**src/rtl/servo_pwm_driver.sv**
```systemverilog
// Servo PWM driver: turns 4-bit angle commands into a bounded position and a
// hobby-servo PWM frame whose pulse width is MIN_PULSE + position.
//
// Ports:
//   i_Clk          system clock
//   i_Rst_L        asynchronous active-low reset
//   i_Angle_Cmd    command code: 1 = move negative, 2 = move positive, else hold
//   o_Servo_PWM    registered servo pulse
//   o_Pos          current position, 0..POS_MAX
//   o_At_Min       position is 0
//   o_At_Max       position is POS_MAX
//   o_Period_Start one-clock strobe on the first clock of each PWM frame
module servo_pwm_driver #(
    parameter int unsigned CLKS_PER_PERIOD = 500000,
    parameter int unsigned MIN_PULSE       = 25000,
    parameter int unsigned POS_MAX         = 25000,
    parameter int unsigned STEP_DIV        = 250,
    parameter int unsigned INIT_POS        = 12500
) (
    input  logic        i_Clk,
    input  logic        i_Rst_L,
    input  logic [3:0]  i_Angle_Cmd,
    output logic        o_Servo_PWM,
    output logic [15:0] o_Pos,
    output logic        o_At_Min,
    output logic        o_At_Max,
    output logic        o_Period_Start
);

    localparam int unsigned CNT_W  = (CLKS_PER_PERIOD > 1) ? $clog2(CLKS_PER_PERIOD) : 1;
    localparam int unsigned STEP_W = (STEP_DIV > 1) ? $clog2(STEP_DIV) : 1;
    localparam int unsigned POS_W  = 16;
    localparam int unsigned PW_W   = 17;
    localparam int unsigned CMP_W  = (CNT_W > PW_W) ? CNT_W : PW_W;

    localparam logic [CNT_W-1:0]  PERIOD_LAST  = CNT_W'(CLKS_PER_PERIOD - 1);
    localparam logic [STEP_W-1:0] STEP_LAST    = STEP_W'(STEP_DIV - 1);
    localparam logic [POS_W-1:0]  POS_MAX_V    = POS_W'(POS_MAX);
    localparam logic [POS_W-1:0]  POS_INIT_V   = POS_W'(INIT_POS);
    localparam logic [PW_W-1:0]   MIN_PULSE_V  = PW_W'(MIN_PULSE);
    localparam logic [PW_W-1:0]   WIDTH_INIT_V = PW_W'(MIN_PULSE + INIT_POS);

    localparam logic [3:0] CMD_NEG = 4'd1;
    localparam logic [3:0] CMD_POS = 4'd2;

    typedef enum logic [1:0] {
        S_HOLD     = 2'd0,
        S_MOVE_NEG = 2'd1,
        S_MOVE_POS = 2'd2
    } state_t;

    logic [3:0]        cmd_q;
    state_t            state_q;
    state_t            state_d;
    logic [STEP_W-1:0] step_cnt_q;
    logic [STEP_W-1:0] step_cnt_d;
    logic [POS_W-1:0]  pos_q;
    logic [POS_W-1:0]  pos_d;
    logic              at_min_q;
    logic              at_max_q;

    logic [CNT_W-1:0]  period_cnt_q;
    logic [PW_W-1:0]   width_q;
    logic              pwm_q;
    logic              period_start_q;

    logic [PW_W-1:0]   width_sample_c;
    logic [PW_W-1:0]   width_sel_c;
    logic              frame_first_c;
    logic              pwm_d_c;

    // Command input register: one clock of input latency.
    always_ff @(posedge i_Clk or negedge i_Rst_L) begin
        if (!i_Rst_L) begin
            cmd_q <= 4'd0;
        end else begin
            cmd_q <= i_Angle_Cmd;
        end
    end

    // Motion state, step divider and position registers.
    always_ff @(posedge i_Clk or negedge i_Rst_L) begin
        if (!i_Rst_L) begin
            state_q    <= S_HOLD;
            step_cnt_q <= '0;
            pos_q      <= POS_INIT_V;
            at_min_q   <= (INIT_POS == 0);
            at_max_q   <= (INIT_POS == POS_MAX);
        end else begin
            state_q    <= state_d;
            step_cnt_q <= step_cnt_d;
            pos_q      <= pos_d;
            at_min_q   <= (pos_d == '0);
            at_max_q   <= (pos_d == POS_MAX_V);
        end
    end

    // Next-state, step divider and saturating position update.
    always_comb begin
        state_d    = state_q;
        step_cnt_d = '0;
        pos_d      = pos_q;

        case (state_q)
            S_HOLD: begin
                if (cmd_q == CMD_NEG) begin
                    state_d = S_MOVE_NEG;
                end else if (cmd_q == CMD_POS) begin
                    state_d = S_MOVE_POS;
                end
            end
            S_MOVE_NEG: begin
                if (cmd_q == CMD_POS) begin
                    state_d = S_MOVE_POS;
                end else if (cmd_q != CMD_NEG) begin
                    state_d = S_HOLD;
                end
            end
            S_MOVE_POS: begin
                if (cmd_q == CMD_NEG) begin
                    state_d = S_MOVE_NEG;
                end else if (cmd_q != CMD_POS) begin
                    state_d = S_HOLD;
                end
            end
            default: begin
                state_d = S_HOLD;
            end
        endcase

        // Divider only runs while staying in a move state; any transition restarts it.
        if ((state_q != S_HOLD) && (state_d == state_q)) begin
            if (step_cnt_q == STEP_LAST) begin
                step_cnt_d = '0;
                // Steps at a bound are dropped rather than wrapping.
                if ((state_q == S_MOVE_NEG) && (pos_q != '0)) begin
                    pos_d = pos_q - POS_W'(1);
                end else if ((state_q == S_MOVE_POS) && (pos_q < POS_MAX_V)) begin
                    pos_d = pos_q + POS_W'(1);
                end
            end else begin
                step_cnt_d = step_cnt_q + STEP_W'(1);
            end
        end
    end

    // Pulse width for the frame: sampled from the pre-step position at counter 0.
    always_comb begin
        width_sample_c = MIN_PULSE_V + PW_W'(pos_q);
        frame_first_c  = (period_cnt_q == '0);
        width_sel_c    = frame_first_c ? width_sample_c : width_q;
        pwm_d_c        = (CMP_W'(period_cnt_q) < CMP_W'(width_sel_c));
    end

    // Free-running frame counter, width shadow and registered pulse/strobe.
    always_ff @(posedge i_Clk or negedge i_Rst_L) begin
        if (!i_Rst_L) begin
            period_cnt_q   <= '0;
            width_q        <= WIDTH_INIT_V;
            pwm_q          <= 1'b0;
            period_start_q <= 1'b0;
        end else begin
            if (period_cnt_q == PERIOD_LAST) begin
                period_cnt_q <= '0;
            end else begin
                period_cnt_q <= period_cnt_q + CNT_W'(1);
            end
            if (frame_first_c) begin
                width_q <= width_sample_c;
            end
            pwm_q          <= pwm_d_c;
            period_start_q <= frame_first_c;
        end
    end

    assign o_Servo_PWM    = pwm_q;
    assign o_Pos          = pos_q;
    assign o_At_Min       = at_min_q;
    assign o_At_Max       = at_max_q;
    assign o_Period_Start = period_start_q;

endmodule

```
**config.mk**
```make
export PLATFORM = sky130hd
export DESIGN_NAME = servo_pwm_driver
export DESIGN_NICKNAME = d
export VERILOG_FILES = /design/src/rtl/servo_pwm_driver.sv
export SDC_FILE = /design/constraint.sdc
export NUM_CORES = 1
export LEC_CHECK = 0
export CORE_ASPECT_RATIO = 2
export CORE_MARGIN = 5
export CORE_UTILIZATION = 57
export CTS_CLUSTER_SIZE = 12
export DETAILED_ROUTE_END_ITERATION = 6
export PLACE_DENSITY_LB_ADDON = 0.15
export RECOVER_POWER = 100
export SYNTH_ARGS = -nofsm -noshare
export SYNTH_HDL_FRONTEND = slang
export SYNTH_SLANG_ARGS = --single-unit
```
**constraint.sdc**
```tcl
create_clock -name i_Clk -period 10.05 [get_ports i_Clk]
set_input_delay 2.01 -clock i_Clk [delete_from_list [all_inputs] [get_ports i_Clk]]
set_output_delay 2.01 -clock i_Clk [all_outputs]
set_load 0.03 [all_outputs]
```
==> Word-level counts from Yosys, hierarchy flattened <==
Index checks and enable logic that the tools add are counted.
{ "op_classes": {"add_sub_neg": 5, "magnitude_cmp": 2, "eq_ne": 10, "mux": 15, "n_reduce_logical": 8} }
{ "op_table": {"columns": ["cell", "n"], "rows": [
  ["$mux W16", 4],
  ["$add A19 B1 Y19 const B", 1],
  ["$eq A19 B19 Y1 const B", 1],
  ["$logic_not A19 Y1", 1],
  ["$lt A19 B17 Y1", 1],
  ["$mux W19", 1],
  ["$add A15 B16 Y17 const A", 1],
  ["$mux W17", 1],
  ["$add A16 B1 Y16 const B", 1],
  ["$eq A16 B15 Y1 const B", 1],
  ["$logic_not A16 Y1", 1],
  ["$lt A16 B15 Y1 const B", 1],
  ["$mux W8", 2],
  ["$reduce_bool A16 Y1", 1],
  ["$sub A16 B1 Y16 const B", 1],
  ["$mux W2", 6],
  ["$add A8 B1 Y8 const B", 1],
  ["$eq A8 B8 Y1 const B", 1],
  ["$pmux W2 S3", 1],
  ["$eq A4 B1 Y1 const B", 1],
  ["$eq A4 B2 Y1 const B", 1],
  ["$ne A4 B1 Y1 const B", 1],
  ["$ne A4 B2 Y1 const B", 1],
  ["$logic_and A1 B1 Y1", 3],
  ["5 further kinds", 5]
]} }
{ "totals": {"reg_bits": 70, "in_bits": 6, "out_inout_bits": 20, "word_cells": 50} }

==> Logic depth before layout (Yosys ltp) <==
{ "logic_depth": {"word_depth": 8, "depth_mapped": 15, "depth_no_buf": 14} }

==> Worst setup path after synthesis <==
OpenSTA, ideal clock, no wires.
{ "synth_timing": {"path_kind": "register to register", "start": "register period_cnt_q[8]", "end": "register pwm_q (netlist: o_Servo_PWM)", "setup_time_ps": 66, "arrival_ps": 3094, "required_time_ps": 9984, "setup_slack_ps": 6890, "stages_incl_launch_ff": 12, "n_path_buf": 1, "period_less_slack_ps": 3160, "cell_sequence": "dfrtp_1 -> or4_4 -> nor3_2 -> clkbuf_1 -> mux2i_1 -> ha_1 -> a21o_1 -> a21o_1 -> a21oi_1 -> nor2b_1 -> o21ai_0 -> o311a_1"} }
{ "synth_between": {"elab_chain_cells": 3} }
{ "synth_rtl": {"columns": ["element", "line_no", "text"], "rows": [
  ["from (decl)", "62", "logic [CNT_W-1:0] period_cnt_q;"],
  ["from (signal assigned)", "166", "period_cnt_q <= period_cnt_q + CNT_W'(1);"],
  ["$logic_not A19 Y1", "150", "frame_first_c = (period_cnt_q == '0);"],
  ["$mux W17", null, null],
  ["$lt A19 B17 Y1 *", "152", "pwm_d_c = (CMP_W'(period_cnt_q) < CMP_W'(width_sel_c));"],
  ["net pwm_d_c", "70", "logic pwm_d_c;"],
  ["to (signal assigned)", "171", "pwm_q <= pwm_d_c;"],
  ["to (decl)", "64", "logic pwm_q;"]
]} }
The timed path passes the listed nets; every way through them passes the cells marked *.

==> flow_summary.toml <==
[run_status]
status = "finished, violations left"
violations = "max-capacitance violations, max-slew violations"

[worst_setup_path]
slowest_stage = "clkbuf_1"
crit_arrival_ns = 4.73
end_kind = "async pin"
worstPathRequired_ns = 9.63
crit_family = "buffers and inverters"
r2r_start = "period_cnt_q[10]"
cp_num_cells = 2
crit_type = "in -> async"
worstReg2RegEnd = "o_Servo_PWM"
path_cells = "buf_2 -> clkbuf_1"
start_kind = "input pin"
r2r_slack_ns = 5.57
crit_fanout = 70
slowest_delay_ns = 2.60
ff2ff_path_depth = 10
critPathBufInv = 2

[drt]
drt_wl_total_mm = 9.82
post_drt_wl_per_cell_um = 18.3
drt_iter0_drc = 351
remaining_drc_errors = 0
viasPerCell = 5.92
ant_nets = 0
drt-pass1-iter-count = 4
vias = 3185

[timing]
fmax_mhz = 194
skew_ns = 0.00452
period_share = 0.513
slew_violations = 89
timing.slew.headroom = -1.48
setup_slack_ns = 4.90
tns_ns = 0
hold_viol_final = 0
min_period_ns = 5.15
rsz0062_at_grt = "no"
worst_slew_pin_slew_ns = 3.72
setup_viol_count_final = 0

[yosys]
postSynthAreaPerCell_um2 = 9.93
synth_area_um2 = 4150
yosys.area.top_type = "dfrtp_1"
synth_compound_area_frac = 0.0844
synth_edf_count = 0
seq_area_frac_synth = 0.426
synth_top_family_by_area = "simple AND/OR/NAND/NOR gates"
synth_simple_gate_area_frac = 0.232
synth-main-ff-cell = "dfrtp_1"
syn_nets = 450
netlist_top_cells_area = "dfrtp_1, dfstp_2, ha_1"
synth_fa_ha_area_frac = 0.0784
synthMuxAreaShare = 0.0292
synthCells = 418
async_flop_share = 1.00
yosys.area_share.xor_xnor = 0.101
ys_ff_latch = 70
synth.distinct_cells = 61
synth_top_area_frac = 0.338
yosysWarnings = 0

[final_layout]
diodes = 0
drive_gt1_frac = 0.0942
fillers = 584
fin_nets = 473
final_cell_area_um2 = 4680
synthToLayoutAreaGrowth_pct = 12.7

[min_path]
hold_path_depth = 1
hold_path_class = "reg -> reg"
holdPathEnd = "state_q[0]"
hp-start = "cmd_q[1]"

[global_routing]
grt_pass1_vias = 3390
track_usage = 0.235
grt_max_degree = 71
antenna_found_initial = 0
grt_overflow = 0
grt_pass1_wl_mm = 16.5

[clocking]
clock_sinks = 70
clkTransAtPathRegs_ns = 0.05
cts_tree = "done"
clockBufferDepth = 2
htree_levels = 3
cts_buffers = 9
cts_setup_buffers = 0
cts_resized = 0
clock_latency_ns = 0.33
cts-root-buf = "clkbuf_16"
postCtsHoldBufs = 0

[floorplanning]
dieArea_um2 = 9190
core_area_um2 = 7210
die_w_um = 70.3
core.rowCount = 44
die_h_um = 131
top_level_ports = 26
start_util = 0.576

[place]
place_ws_ns = 6.39
place_congestion = 0.875
place.port_buffers = 25
dpl.hpwl_mm = 7.20
place_area_um2 = 4420

[power]
peakVddDrop_uv = 155
cell_internal_pwr_mw = 0.509
power_frac_seq = 0.450
clkPwrFrac = 0.536
p_switching_mw = 0.123
swShare = 0.195
pwr_density_cell_nw_per_um2 = 135
p_leak_nw = 2.13
p_comb_frac = 0.014

[flow_run]
cap_viol_max_count = 2
-- cells in the final DEF, fill, tap and decap left out, types with 2 or more instances in the layout --
cell type | synthesis | layout
nand3_1 | 25 | 25
or4_1 | 1 | 2
or3_1 | 2 | 2
bufinv_16 | 0 | 2
and4_1 | 3 | 3
nor2_1 | 37 | 37
xnor2_1 | 27 | 27
dfrtp_1 | 56 | 56
nand2_1 | 38 | 39
o21a_1 | 2 | 2
and3_1 | 8 | 8
mux2i_1 | 11 | 11
clkbuf_1 | 4 | 4
and2_1 | 4 | 3
nor4_1 | 8 | 8
ha_1 | 26 | 26
nand4_1 | 11 | 12
a21o_1 | 4 | 4
dfstp_2 | 14 | 14
clkinv_2 | 0 | 2
nor3b_1 | 3 | 3
inv_1 | 24 | 24
o211ai_1 | 2 | 2
nor4b_1 | 3 | 3
or2_2 | 3 | 3
a21oi_1 | 12 | 14
o22ai_1 | 2 | 2
nand3b_1 | 2 | 2
o21ai_0 | 11 | 13
nor2b_1 | 4 | 4
xor2_1 | 19 | 19
clkbuf_16 | 0 | 9
nand2b_1 | 2 | 2
nor3_1 | 8 | 9
dlygate4sd3_1 | 0 | 24
-- worst max-delay path by stage --
stage	startpoint	to	slack, ns
2_1_floorplan	period_cnt_q[8]	o_Servo_PWM	6.89
3_3_place_gp	period_cnt_q[10]	o_Servo_PWM	6.54
3_5_place_dp	period_cnt_q[10]	o_Servo_PWM	6.39
4_1_cts	o_Pos[13]	o_Pos[13]	6.26
5_1_grt	i_Rst_L	state_q[1]	4.00
6_report	i_Rst_L	o_Pos[10]	4.90
-- power by group through the flow --
stage	Combinational, mW	Clock (mW)	Sequential, mW
6_report	0.00885	0.339	0.284
5_1_grt	0.0105	0.363	0.284
4_1_cts	0.00998	0.345	0.284
3_5_place_dp	0.00998	0	0.289
3_3_place_gp	0.00977	0	0.289
2_1_floorplan	0.00176	0	0.289
-- cell usage after synthesis (2+ instances only) --
cell type	n
nor2_1	37
mux2i_1	11
dfrtp_1	56
nor4_1	8
nand2_4	2
o21a_1	2
and4_1	3
nand4_1	11
buf_2	5
inv_1	24
buf_4	2
nor2b_1	4
and2_1	4
nor3_1	8
dfstp_2	14
clkbuf_1	4
nand2b_1	2
nand3_1	25
nor4b_1	3
or2_2	3
a21oi_1	12
buf_6	5
xor2_1	19
xnor2_1	27
and3_1	8
or4_4	2
o21ai_0	11
o22ai_1	2
or3_1	2
o211ai_1	2
a21o_1	4
o21ai_1	2
ha_1	26
nand2_1	38
nand3b_1	2
nor3b_1	3
-- layout make-up --
type / instances / area, um2 / share of cell area
multi-input cells: 308 / 2130 / 0.455
flip-flops and latches: 70 / 1770 / 0.378
repair buffers: 28 / 260 / 0.0556
clock buffers: 12 / 246 / 0.0527
well taps: 92 / 115 / 0.0246
inverters: 24 / 90.1 / 0.0192
clock inverters: 4 / 70.1 / 0.0150
-- through the flow --
stage | utilization | instances | power (mW) | hold WS (ns)
6_report | 0.649 | 538 | 0.632 | 0.466
5_1_grt | 0.649 | 538 | 0.658 | 0.481
4_1_cts | 0.657 | 538 | 0.639 | 0.464
3_5_place_dp | 0.613 | 522 | 0.299 | 0.448
3_3_place_gp | 0.613 | 522 | 0.299 | 0.445
2_1_floorplan | - | 418 | 0.291 | 0.427
-- flip-flops by register name, indices dropped and copies added, names as in the netlist --
register and flops:
period_cnt_q 19, width_q 17, o_Pos 16, step_cnt_q 8, cmd_q 4, state_q 2, o_At_Max 1, o_At_Min 1
o_Period_Start 1, o_Servo_PWM 1
-- layer usage --
layer / routed length [um] / part of all wire / track usage / vias to the layer above
met5: 0 / 0 / 0 / -
met4: 654 / 0.067 / 0.175 / 0
met3: 284 / 0.029 / 0.0459 / 48
met2: 5290 / 0.54 / 0.423 / 99
met1: 3590 / 0.37 / 0.237 / 1543
li1: - / - / - / 1495
-- cells by family (layout without fill, tap and decap cells) --
| logic type | Yosys count | after routing |
|---|---|---|
| multiplexers | 12 | 12 |
| adder cells (fa/ha/maj) | 26 | 26 |
| buffers and inverters | 40 | 68 |
| AND/OR/NAND/NOR | 175 | 175 |
| AO/OA/AOI/OAI | 48 | 48 |
| flip-flops | 70 | 70 |
| XOR/XNOR | 47 | 47 |
Note: power is estimated with default switching activity, not from simulation.
